`src/rtl/ex_ex3_multilane_if.sv`:
```
// ex_ex3_multilane_if: bundle of the EX3 stage's operand, memory and status signals.
//   NLANES : lane count; GPR_W : register-ID width; CYC_W : hold counter width.
//   Upstream/control side (master): opUCmd/opUIxt (9 bits per lane), regIdRm,
//     regIdRn1/regValRn1, regIdCn1/regValCn1, regValMulRes, opBraFlush,
//     memDataIn (lane 0), memDataInB (lane 1), memDataOK, exIsHold.
//   Stage side (slave): regIdRn2/regValRn2, regIdCn2/regValCn2, exHold,
//     exFault, exBadOp, exHoldCycles.
interface ex_ex3_multilane_if #(
  parameter int NLANES = 2,
  parameter int GPR_W  = 7,
  parameter int CYC_W  = 4
);
  logic [9*NLANES-1:0]     opUCmd;
  logic [9*NLANES-1:0]     opUIxt;
  logic [1:0]              exHold;
  logic                    exIsHold;
  logic [GPR_W*NLANES-1:0] regIdRm;
  logic [GPR_W*NLANES-1:0] regIdRn1;
  logic [64*NLANES-1:0]    regValRn1;
  logic [GPR_W*NLANES-1:0] regIdCn1;
  logic [64*NLANES-1:0]    regValCn1;
  logic [GPR_W*NLANES-1:0] regIdRn2;
  logic [64*NLANES-1:0]    regValRn2;
  logic [GPR_W*NLANES-1:0] regIdCn2;
  logic [64*NLANES-1:0]    regValCn2;
  logic [64*NLANES-1:0]    regValMulRes;
  logic                    opBraFlush;
  logic [63:0]             memDataIn;
  logic [63:0]             memDataInB;
  logic [1:0]              memDataOK;
  logic                    exFault;
  logic                    exBadOp;
  logic [CYC_W-1:0]        exHoldCycles;

  modport master (
    output opUCmd, opUIxt, exIsHold, regIdRm, regIdRn1, regValRn1,
           regIdCn1, regValCn1, regValMulRes, opBraFlush,
           memDataIn, memDataInB, memDataOK,
    input  exHold, regIdRn2, regValRn2, regIdCn2, regValCn2,
           exFault, exBadOp, exHoldCycles
  );

  modport slave (
    input  opUCmd, opUIxt, exIsHold, regIdRm, regIdRn1, regValRn1,
           regIdCn1, regValCn1, regValMulRes, opBraFlush,
           memDataIn, memDataInB, memDataOK,
    output exHold, regIdRn2, regValRn2, regIdCn2, regValCn2,
           exFault, exBadOp, exHoldCycles
  );
endinterface

```
`src/rtl/ex_ex3_multilane.sv`:
```
// ex_ex3_multilane: third execute stage for NLANES parallel lanes.
//   Forwards each lane's EX2 Rn/Cn destination to writeback, substituting load
//   data (lanes 0/1, size/sign extended) or multiplier results. Generates the
//   pipeline hold for pending memory and multi-cycle MUL3, and keeps sticky
//   fault / bad-op flags for the trap logic.
// Ports:
//   clock, reset : core clock, synchronous active-high reset
//   bus          : ex_ex3_multilane_if.slave (operands, memory status, results,
//                  exHold {held-last, hold-now}, exFault, exBadOp, exHoldCycles)
// Optional (macro JX2_EX3_HOLDSTAT_EN):
//   exStatHeld   : free-running count of cycles with hold-now asserted
//   exStatFlush  : free-running count of cycles with opBraFlush asserted
module ex_ex3_multilane #(
  parameter int NLANES  = 2,
  parameter int GPR_W   = 7,
  parameter int MUL_LAT = 0,
  parameter int CYC_W   = 4
) (
  input  logic clock,
  input  logic reset,
  ex_ex3_multilane_if.slave bus
`ifdef JX2_EX3_HOLDSTAT_EN
  ,
  output logic [31:0] exStatHeld,
  output logic [31:0] exStatFlush
`endif
);

  // Micro-op command codes (low 6 bits of opUCmd).
  localparam logic [5:0] UCMD_NOP      = 6'h00, UCMD_OP_IXS  = 6'h01, UCMD_OP_IXT   = 6'h02,
                         UCMD_MOV_RM   = 6'h03, UCMD_MOV_MR  = 6'h04, UCMD_MOV_IR   = 6'h05,
                         UCMD_LEA_MR   = 6'h06, UCMD_ADDSP   = 6'h07, UCMD_BRA      = 6'h08,
                         UCMD_BSR      = 6'h09, UCMD_JMP     = 6'h0A, UCMD_JSR      = 6'h0B,
                         UCMD_BRA_NB   = 6'h0C, UCMD_ALU3    = 6'h0D, UCMD_UNARY    = 6'h0E,
                         UCMD_ALUW3    = 6'h0F, UCMD_ALUB3   = 6'h10, UCMD_ALUCMP   = 6'h11,
                         UCMD_FLDCX    = 6'h12, UCMD_FSTCX   = 6'h13, UCMD_FCMP     = 6'h14,
                         UCMD_MULW3    = 6'h15, UCMD_SHAD3   = 6'h16, UCMD_SHLD3    = 6'h17,
                         UCMD_SHADQ3   = 6'h18, UCMD_SHLDQ3  = 6'h19, UCMD_CONV_RR  = 6'h1A,
                         UCMD_CONV2_RR = 6'h1B, UCMD_MOV_RC  = 6'h1C, UCMD_MOV_CR   = 6'h1D,
                         UCMD_FPU3     = 6'h1E, UCMD_BLINT   = 6'h1F, UCMD_MUL3     = 6'h20;

  localparam logic [GPR_W-1:0] JX2_GR_ZZR = GPR_W'(7'h3F);
  localparam logic [GPR_W-1:0] JX2_CR_ZZR = GPR_W'(7'h3F);
  localparam logic [CYC_W-1:0] CYC_MAX    = '1;

  logic [CYC_W-1:0]  cnt_q, cnt_d;
  logic              held_q, held_d;
  logic              fault_q, fault_d;
  logic              badop_q, badop_d;
  logic [NLANES-1:0] lane_mem, lane_mul, lane_bad;
  logic              mem_hold, mul_wait, mul_hold, hold_now;
  logic              unused_top;

  assign unused_top = ^{bus.exIsHold, bus.memDataIn, bus.memDataInB};

  genvar gi;
  generate
    for (gi = 0; gi < NLANES; gi++) begin : g_lane
      // Only lanes 0 and 1 have a memory port.
      localparam bit CAN_MEM = (gi < 2);
      logic [5:0]       ucmd;
      logic [2:0]       sz;
      logic [63:0]      ld_raw, ld_ext, val_rn;
      logic [GPR_W-1:0] id_rn, id_cn;
      logic             unused_bits;

      assign ucmd        = bus.opUCmd[gi*9 +: 6];
      assign sz          = bus.opUIxt[gi*9 +: 3];
      assign unused_bits = ^{bus.opUCmd[gi*9+6 +: 3], bus.opUIxt[gi*9+3 +: 6]};
      assign ld_raw      = (gi == 1) ? bus.memDataInB : bus.memDataIn;

      always_comb begin
        case (sz)
          3'b000:  ld_ext = {{56{ld_raw[7]}},  ld_raw[7:0]};
          3'b001:  ld_ext = {{48{ld_raw[15]}}, ld_raw[15:0]};
          3'b010:  ld_ext = {{32{ld_raw[31]}}, ld_raw[31:0]};
          3'b100:  ld_ext = {56'h0, ld_raw[7:0]};
          3'b101:  ld_ext = {48'h0, ld_raw[15:0]};
          3'b110:  ld_ext = {32'h0, ld_raw[31:0]};
          default: ld_ext = ld_raw;  // x11: full 64-bit load
        endcase
      end

      always_comb begin
        id_rn        = bus.regIdRn1[gi*GPR_W +: GPR_W];
        val_rn       = bus.regValRn1[gi*64 +: 64];
        id_cn        = bus.regIdCn1[gi*GPR_W +: GPR_W];
        lane_mem[gi] = 1'b0;
        lane_mul[gi] = 1'b0;
        lane_bad[gi] = 1'b0;
        // A flushed lane behaves as NOP: no hold, no bad-op.
        if (!bus.opBraFlush) begin
          case (ucmd)
            UCMD_MOV_MR: begin
              if (CAN_MEM) begin
                id_rn        = bus.regIdRm[gi*GPR_W +: GPR_W];
                val_rn       = ld_ext;
                lane_mem[gi] = 1'b1;
              end else begin
                lane_bad[gi] = 1'b1;
              end
            end
            UCMD_MOV_RM: begin
              if (CAN_MEM) lane_mem[gi] = 1'b1;
              else         lane_bad[gi] = 1'b1;
            end
            UCMD_MUL3: begin
              id_rn        = bus.regIdRm[gi*GPR_W +: GPR_W];
              val_rn       = bus.regValMulRes[gi*64 +: 64];
              lane_mul[gi] = 1'b1;
            end
            UCMD_NOP, UCMD_OP_IXS, UCMD_OP_IXT, UCMD_MOV_IR, UCMD_LEA_MR,
            UCMD_ADDSP, UCMD_BRA, UCMD_BSR, UCMD_JMP, UCMD_JSR, UCMD_BRA_NB,
            UCMD_ALU3, UCMD_UNARY, UCMD_ALUW3, UCMD_ALUB3, UCMD_ALUCMP,
            UCMD_FLDCX, UCMD_FSTCX, UCMD_FCMP, UCMD_MULW3, UCMD_SHAD3,
            UCMD_SHLD3, UCMD_SHADQ3, UCMD_SHLDQ3, UCMD_CONV_RR, UCMD_CONV2_RR,
            UCMD_MOV_RC, UCMD_MOV_CR, UCMD_FPU3, UCMD_BLINT: begin
            end
            default: lane_bad[gi] = 1'b1;
          endcase
        end else begin
          // Flush discards the write, even one substituted by load/MUL.
          id_rn = JX2_GR_ZZR;
          id_cn = JX2_CR_ZZR;
        end
      end

      assign bus.regIdRn2[gi*GPR_W +: GPR_W]  = id_rn;
      assign bus.regValRn2[gi*64 +: 64]       = val_rn;
      assign bus.regIdCn2[gi*GPR_W +: GPR_W]  = id_cn;
      assign bus.regValCn2[gi*64 +: 64]       = bus.regValCn1[gi*64 +: 64];
    end

    // The hold counter doubles as the MUL3 latency counter.
    if (MUL_LAT == 0) begin : g_nomul
      assign mul_wait = 1'b0;
    end else begin : g_mul
      assign mul_wait = (cnt_q < CYC_W'(MUL_LAT));
    end
  endgenerate

  // memDataOK is shared, so both loading lanes wait on the same status.
  assign mem_hold = (|lane_mem) & bus.memDataOK[1];
  assign mul_hold = (|lane_mul) & mul_wait;
  assign hold_now = mem_hold | mul_hold;

  always_comb begin
    held_d  = hold_now;
    cnt_d   = hold_now ? ((cnt_q == CYC_MAX) ? cnt_q : cnt_q + 1'b1) : '0;
    fault_d = fault_q | (mem_hold & bus.memDataOK[0]);
    badop_d = badop_q | (|lane_bad);
  end

  always_ff @(posedge clock) begin
    if (reset) begin
      cnt_q   <= '0;
      held_q  <= 1'b0;
      fault_q <= 1'b0;
      badop_q <= 1'b0;
    end else begin
      cnt_q   <= cnt_d;
      held_q  <= held_d;
      fault_q <= fault_d;
      badop_q <= badop_d;
    end
  end

  assign bus.exHold       = {held_q, hold_now};
  assign bus.exHoldCycles = cnt_q;
  assign bus.exFault      = fault_q;
  assign bus.exBadOp      = badop_q;

`ifdef JX2_EX3_HOLDSTAT_EN
  logic [31:0] stat_held_q, stat_flush_q;

  always_ff @(posedge clock) begin
    if (reset) begin
      stat_held_q  <= '0;
      stat_flush_q <= '0;
    end else begin
      stat_held_q  <= stat_held_q + {31'h0, hold_now};
      stat_flush_q <= stat_flush_q + {31'h0, bus.opBraFlush};
    end
  end

  assign exStatHeld  = stat_held_q;
  assign exStatFlush = stat_flush_q;
`endif

endmodule

```
`src/flat_wrapper.sv`:
```
// flat-port wrapper written by rule: the top's interface ports become plain ports
module ex_ex3_multilane_flat 
#(
  parameter int NLANES  = 2,
  parameter int GPR_W   = 7,
  parameter int MUL_LAT = 0,
  parameter int CYC_W   = 4
)
  (clock, reset, bus_opUCmd, bus_opUIxt, bus_exIsHold, bus_regIdRm, bus_regIdRn1, bus_regValRn1, bus_regIdCn1, bus_regValCn1, bus_regValMulRes, bus_opBraFlush, bus_memDataIn, bus_memDataInB, bus_memDataOK, bus_exHold, bus_regIdRn2, bus_regValRn2, bus_regIdCn2, bus_regValCn2, bus_exFault, bus_exBadOp, bus_exHoldCycles);
  ex_ex3_multilane_if #(.NLANES(NLANES), .GPR_W(GPR_W), .CYC_W(CYC_W)) bus_i ();
  input  logic clock;
  input  logic reset;
  input wire logic [$bits(bus_i.opUCmd)-1:0] bus_opUCmd;
  input wire logic [$bits(bus_i.opUIxt)-1:0] bus_opUIxt;
  input wire logic [$bits(bus_i.exIsHold)-1:0] bus_exIsHold;
  input wire logic [$bits(bus_i.regIdRm)-1:0] bus_regIdRm;
  input wire logic [$bits(bus_i.regIdRn1)-1:0] bus_regIdRn1;
  input wire logic [$bits(bus_i.regValRn1)-1:0] bus_regValRn1;
  input wire logic [$bits(bus_i.regIdCn1)-1:0] bus_regIdCn1;
  input wire logic [$bits(bus_i.regValCn1)-1:0] bus_regValCn1;
  input wire logic [$bits(bus_i.regValMulRes)-1:0] bus_regValMulRes;
  input wire logic [$bits(bus_i.opBraFlush)-1:0] bus_opBraFlush;
  input wire logic [$bits(bus_i.memDataIn)-1:0] bus_memDataIn;
  input wire logic [$bits(bus_i.memDataInB)-1:0] bus_memDataInB;
  input wire logic [$bits(bus_i.memDataOK)-1:0] bus_memDataOK;
  output wire logic [$bits(bus_i.exHold)-1:0] bus_exHold;
  output wire logic [$bits(bus_i.regIdRn2)-1:0] bus_regIdRn2;
  output wire logic [$bits(bus_i.regValRn2)-1:0] bus_regValRn2;
  output wire logic [$bits(bus_i.regIdCn2)-1:0] bus_regIdCn2;
  output wire logic [$bits(bus_i.regValCn2)-1:0] bus_regValCn2;
  output wire logic [$bits(bus_i.exFault)-1:0] bus_exFault;
  output wire logic [$bits(bus_i.exBadOp)-1:0] bus_exBadOp;
  output wire logic [$bits(bus_i.exHoldCycles)-1:0] bus_exHoldCycles;
  assign bus_i.opUCmd = bus_opUCmd;
  assign bus_i.opUIxt = bus_opUIxt;
  assign bus_i.exIsHold = bus_exIsHold;
  assign bus_i.regIdRm = bus_regIdRm;
  assign bus_i.regIdRn1 = bus_regIdRn1;
  assign bus_i.regValRn1 = bus_regValRn1;
  assign bus_i.regIdCn1 = bus_regIdCn1;
  assign bus_i.regValCn1 = bus_regValCn1;
  assign bus_i.regValMulRes = bus_regValMulRes;
  assign bus_i.opBraFlush = bus_opBraFlush;
  assign bus_i.memDataIn = bus_memDataIn;
  assign bus_i.memDataInB = bus_memDataInB;
  assign bus_i.memDataOK = bus_memDataOK;
  assign bus_exHold = bus_i.exHold;
  assign bus_regIdRn2 = bus_i.regIdRn2;
  assign bus_regValRn2 = bus_i.regValRn2;
  assign bus_regIdCn2 = bus_i.regIdCn2;
  assign bus_regValCn2 = bus_i.regValCn2;
  assign bus_exFault = bus_i.exFault;
  assign bus_exBadOp = bus_i.exBadOp;
  assign bus_exHoldCycles = bus_i.exHoldCycles;
  ex_ex3_multilane #(.NLANES(NLANES), .GPR_W(GPR_W), .MUL_LAT(MUL_LAT), .CYC_W(CYC_W)) u_core (.clock(clock), .reset(reset), .bus(bus_i));
endmodule
```
`config.mk`:
```
export PLATFORM = sky130hd
export DESIGN_NAME = ex_ex3_multilane_flat
export DESIGN_NICKNAME = d
export VERILOG_FILES = /design/src/rtl/ex_ex3_multilane_if.sv /design/src/rtl/ex_ex3_multilane.sv /design/src/flat_wrapper.sv
export SDC_FILE = /design/constraint.sdc
export NUM_CORES = 1
export LEC_CHECK = 0
export BUFFER_PORTS_ARGS = -buffer_cell sky130_fd_sc_hd__buf_2
export CAP_MARGIN = 30
export CORE_AREA = 4 4 341 343
export DETAILED_ROUTE_END_ITERATION = 16
export DIE_AREA = 0 0 345 347
export PLACE_DENSITY_LB_ADDON = 0.25
export SETUP_SLACK_MARGIN = 0.1
export SYNTH_ARGS = -nofsm -noshare
export SYNTH_HDL_FRONTEND = slang
export SYNTH_SLANG_ARGS = --single-unit
```
`constraint.sdc`:
```
create_clock -name clock -period 4.6 [get_ports clock]
set_input_delay 0.92 -clock clock [delete_from_list [all_inputs] [get_ports clock]]
set_output_delay 0.92 -clock clock [all_outputs]
set_load 0.01 [all_outputs]
```
==> flow_summary.toml <==
[routing]
post-route-drc-count = 0
route.detailed.vias_per_inst = 2.82
initialDrtViolationCount = 398
routed-via-count = 7697
antenna_violating_nets_post_route = 0
detail_route.first_pass.iterations = 6
wire_per_inst_microns = 21.6
drt-total-wl_mm = 59.1

[setup_path]
worstPathRequired_ps = 3680
register_to_register_setup_slack_ps = 3450
timing.critical_path.fanout_max = 26
arrival_ps = 3120
timing.rr.end = "u_core.bus.exHoldCycles[3]"
setup_crit_start_kind = "input port"
cp-end-kind = "primary output"
worst_setup_path_category = "in -> out"
launch_point_of_the_worst_reg_to_reg_path = "u_core.bus.exHoldCycles[0]"
worst_r2r_path_depth = 3

[sta]
final.period_utilization_pct = 87.7
fin_worst_skew_ps = 0.705
slew_violations = 0
final_hold_viol_count = 0
rsz0062_at_grt = "no"
worstMarginPinSlew_ps = 927
final_period_minus_worst_setup_slack_ps = 4040
totalNegativeSetupSlack_ps = 0
timing.final.setup_violations = 0
maxSlewHeadroom_pct = 38.2
max_clock_freq_mhz = 248

[pwr]
intPower_mw = 0.451
p_leak_nw = 3.83
swShare_pct = 46.7
power_switching_mw = 0.395
clock_power_share_pct = 17.5
pwr-share-comb_pct = 75.2
power_per_cell_area_mw_per_mm2 = 97.0
vdd_ir_drop_max_uv = 83.0
p_seq_share_pct = 7.4

[status]
outcome = "finished clean"

[synthesis]
syn-num-nets = 1357
synthesis.yosys.warnings = 0
seq_area_frac_synth_pct = 3.02
synthCells = 760
yosys_register_bits = 7
mappedNetlistArea_sq_mm = 0.00464
netlist-cell-type-count = 43
avgSynthCellArea_sq_um = 6.10

[placed_design]
place_inst = 2716
gpl.final_weighted_congestion = 0.818
hpwl_mm = 53.6
placedInstanceArea_sq_mm = 0.00862
port-buffer-count = 612

[worst_hold_path]
hold_path.class = "reg -> reg"
timing.hold.worst_endpoint = "u_core.bus.exBadOp"
holdPathStages = 2
timing.hold.worst.start = "u_core.bus.exBadOp"

[die]
initial_core_util_pct = 4.09
fp.dieArea_sq_mm = 0.120
die_width_microns = 345
floorplan.core_area_sq_mm = 0.114
num_rows = 124
die_y_microns = 347
floorplan.io_pins = 888

[global_routing]
initial_antenna_violation_count = 29
grt_first_pass_wirelength_mm = 75.2
grt_max_degree = 64
grt_overflow_total = 0
first_global_vias = 7924
grt_use_total_pct = 9.22

[clock_tree]
post_cts_resized = 0
ctsRootBufferMaster = "clkbuf_16"
post_cts.repair.setup_buffers = 0
cts_tree = "built"
clock_tree.buffer_depth = 2
htree_num_levels = 1
cts_hold_buffers = 0
tritoncts_num_sinks = 7
clock_network_latency_to_the_later_pin_of_the_worst_skew_pair_ps = 230
reg_clk_slew_reported_paths_ps = 40
number_of_buffers_created_by_cts = 3

[cells_and_area]
p_r_area_growth_vs_syn_pct = 88.1
filler_cell_count = 13600
final_area_sq_mm = 0.00873
nNetsFinal = 1806
finish.cell_count_without_fillers = 2731
drive_above_1_share_pct = 55.6

[job]
max-cap-violations = 0
==> sequential cells by signal, summed over array words and instances (netlist names) <==
register / cells
u_core.held_q: 1
u_core.bus.exBadOp: 1
u_core.bus.exFault: 1
u_core.bus.exHoldCycles: 4
==> metal layers <==
metal  track usage [%]  routed length, microns  vias up
li1                  -                       -     3541
met1              11.8                   25500     3533
met2              15.2                   27000      503
met3              2.90                    5190      102
met4              1.73                    1250       18
met5                 0                     115        -
==> cell type report <==
| type | instances | area (sq um) | share of cell area [%] |
|---|---|---|---|
| Antenna cell | 11 | 27.5 | 0.315 |
| Clock buffer | 4 | 78.8 | 0.903 |
| Inverter | 4 | 15.0 | 0.172 |
| Multi-Input combinational cell | 554 | 3250 | 37.2 |
| Sequential cell | 7 | 140 | 1.61 |
| Tap cell | 1512 | 1890 | 21.7 |
| Timing Repair Buffer | 639 | 3330 | 38.1 |
==> synth_stat cells <==
cell,n,area (sq um)
o22a_1,10,87.6
or4b_4,1,13.8
nor2_1,72,270
nand3_2,2,20.0
o22ai_1,1,6.26
a21boi_0,2,15.0
nor2b_1,6,37.5
and2_1,1,6.26
o21a_4,2,30.0
buf_2,6,30.0
and3_1,2,12.5
inv_1,4,15.0
a2111oi_2,1,15.0
o21ai_0,62,310
dfxtp_1,7,140
a22oi_1,84,631
and2_0,1,6.26
a21oi_1,37,185
mux2i_1,2,20.0
xor2_2,2,32.5
ha_1,1,12.5
a2bb2oi_1,2,17.5
xnor2_1,1,8.76
nor4_2,2,25.0
a221o_1,32,320
a21o_4,1,15.0
nand2b_1,1,6.26
nor3_1,6,30.0
or2_2,13,81.3
or3_1,1,6.26
a211oi_1,10,75.1
or4b_1,1,10.0
buf_6,6,67.6
and4_1,3,26.3
nand4_1,2,12.5
a211o_1,3,26.3
o21ai_1,42,210
buf_4,130,976
clkbuf_1,53,199
or3b_2,1,8.76
nand3_1,31,155
nand2_1,102,383
a21o_1,11,82.6
==> critical path, stage by stage <==
cell,delay (ps)
buf_2,190
or4b_1,550
o21a_4,190
a21o_1,490
o21ai_1,520
buf_2,220
==> power by group through the flow <==
stage | sequential (mW) | combinational [mW] | clock (mW)
final | 0.0625 | 0.637 | 0.148
after global routing | 0.0624 | 0.698 | 0.152
after CTS | 0.0624 | 0.664 | 0.150
after detailed placement | 0.0633 | 0.660 | 0
after global placement | 0.0633 | 0.662 | 0
after floorplan | 0.0637 | 0.322 | 0
==> worst max-delay path by stage <==
stage / depth (start not counted) / slack [ps] / startpoint / to
after floorplan: 7 / 1290 / bus_opUIxt[1] / bus_regValRn2[37]
after detailed placement: 7 / 400 / bus_opBraFlush / bus_regValRn2[55]
final: 6 / 560 / bus_opUIxt[1] / bus_regValRn2[55]
after CTS: 7 / 410 / bus_opBraFlush / bus_regValRn2[55]
after global routing: 7 / 300 / bus_opBraFlush / bus_regValRn2[55]
after global placement: 7 / 420 / bus_opBraFlush / bus_regValRn2[55]
==> stage by stage <==
stage / worst slack (ps) / power [mW] / hold WS, ps / util (%)
floorplan: 1290 / 0.386 / 463 / -
global placement: 418 / 0.725 / 439 / 7.59
detailed placement: 405 / 0.724 / 437 / 7.59
CTS: 405 / 0.876 / 446 / 7.66
global route: 304 / 0.912 / 465 / 7.66
finish: 564 / 0.847 / 449 / 7.69
==> kinds of logic after synthesis <==
kind of cell	share of synthesized area (%)
buffers and inverters	27.8
muxes	0.432
xor gates and xnor gates	0.890
DFF	3.02
adders and majority gates	0.270
AOI/OAI and AO/OA	43.7
and+or+nand+nor	23.9
==> cell usage in the layout, fill, tap and decap left out, types with 7 or more instances in the layout <==
cell type / count
a21oi_1: 37
a211oi_1: 10
o22a_1: 10
o21ai_1: 42
a22oi_1: 84
diode_2: 11
buf_4: 22
nand2_1: 101
a21o_1: 11
a221o_1: 32
nor2_1: 72
o21ai_0: 62
nand3_1: 30
or2_2: 13
dfxtp_1: 7
buf_2: 612
No activity file was read; power rests on OpenSTA's default activity.
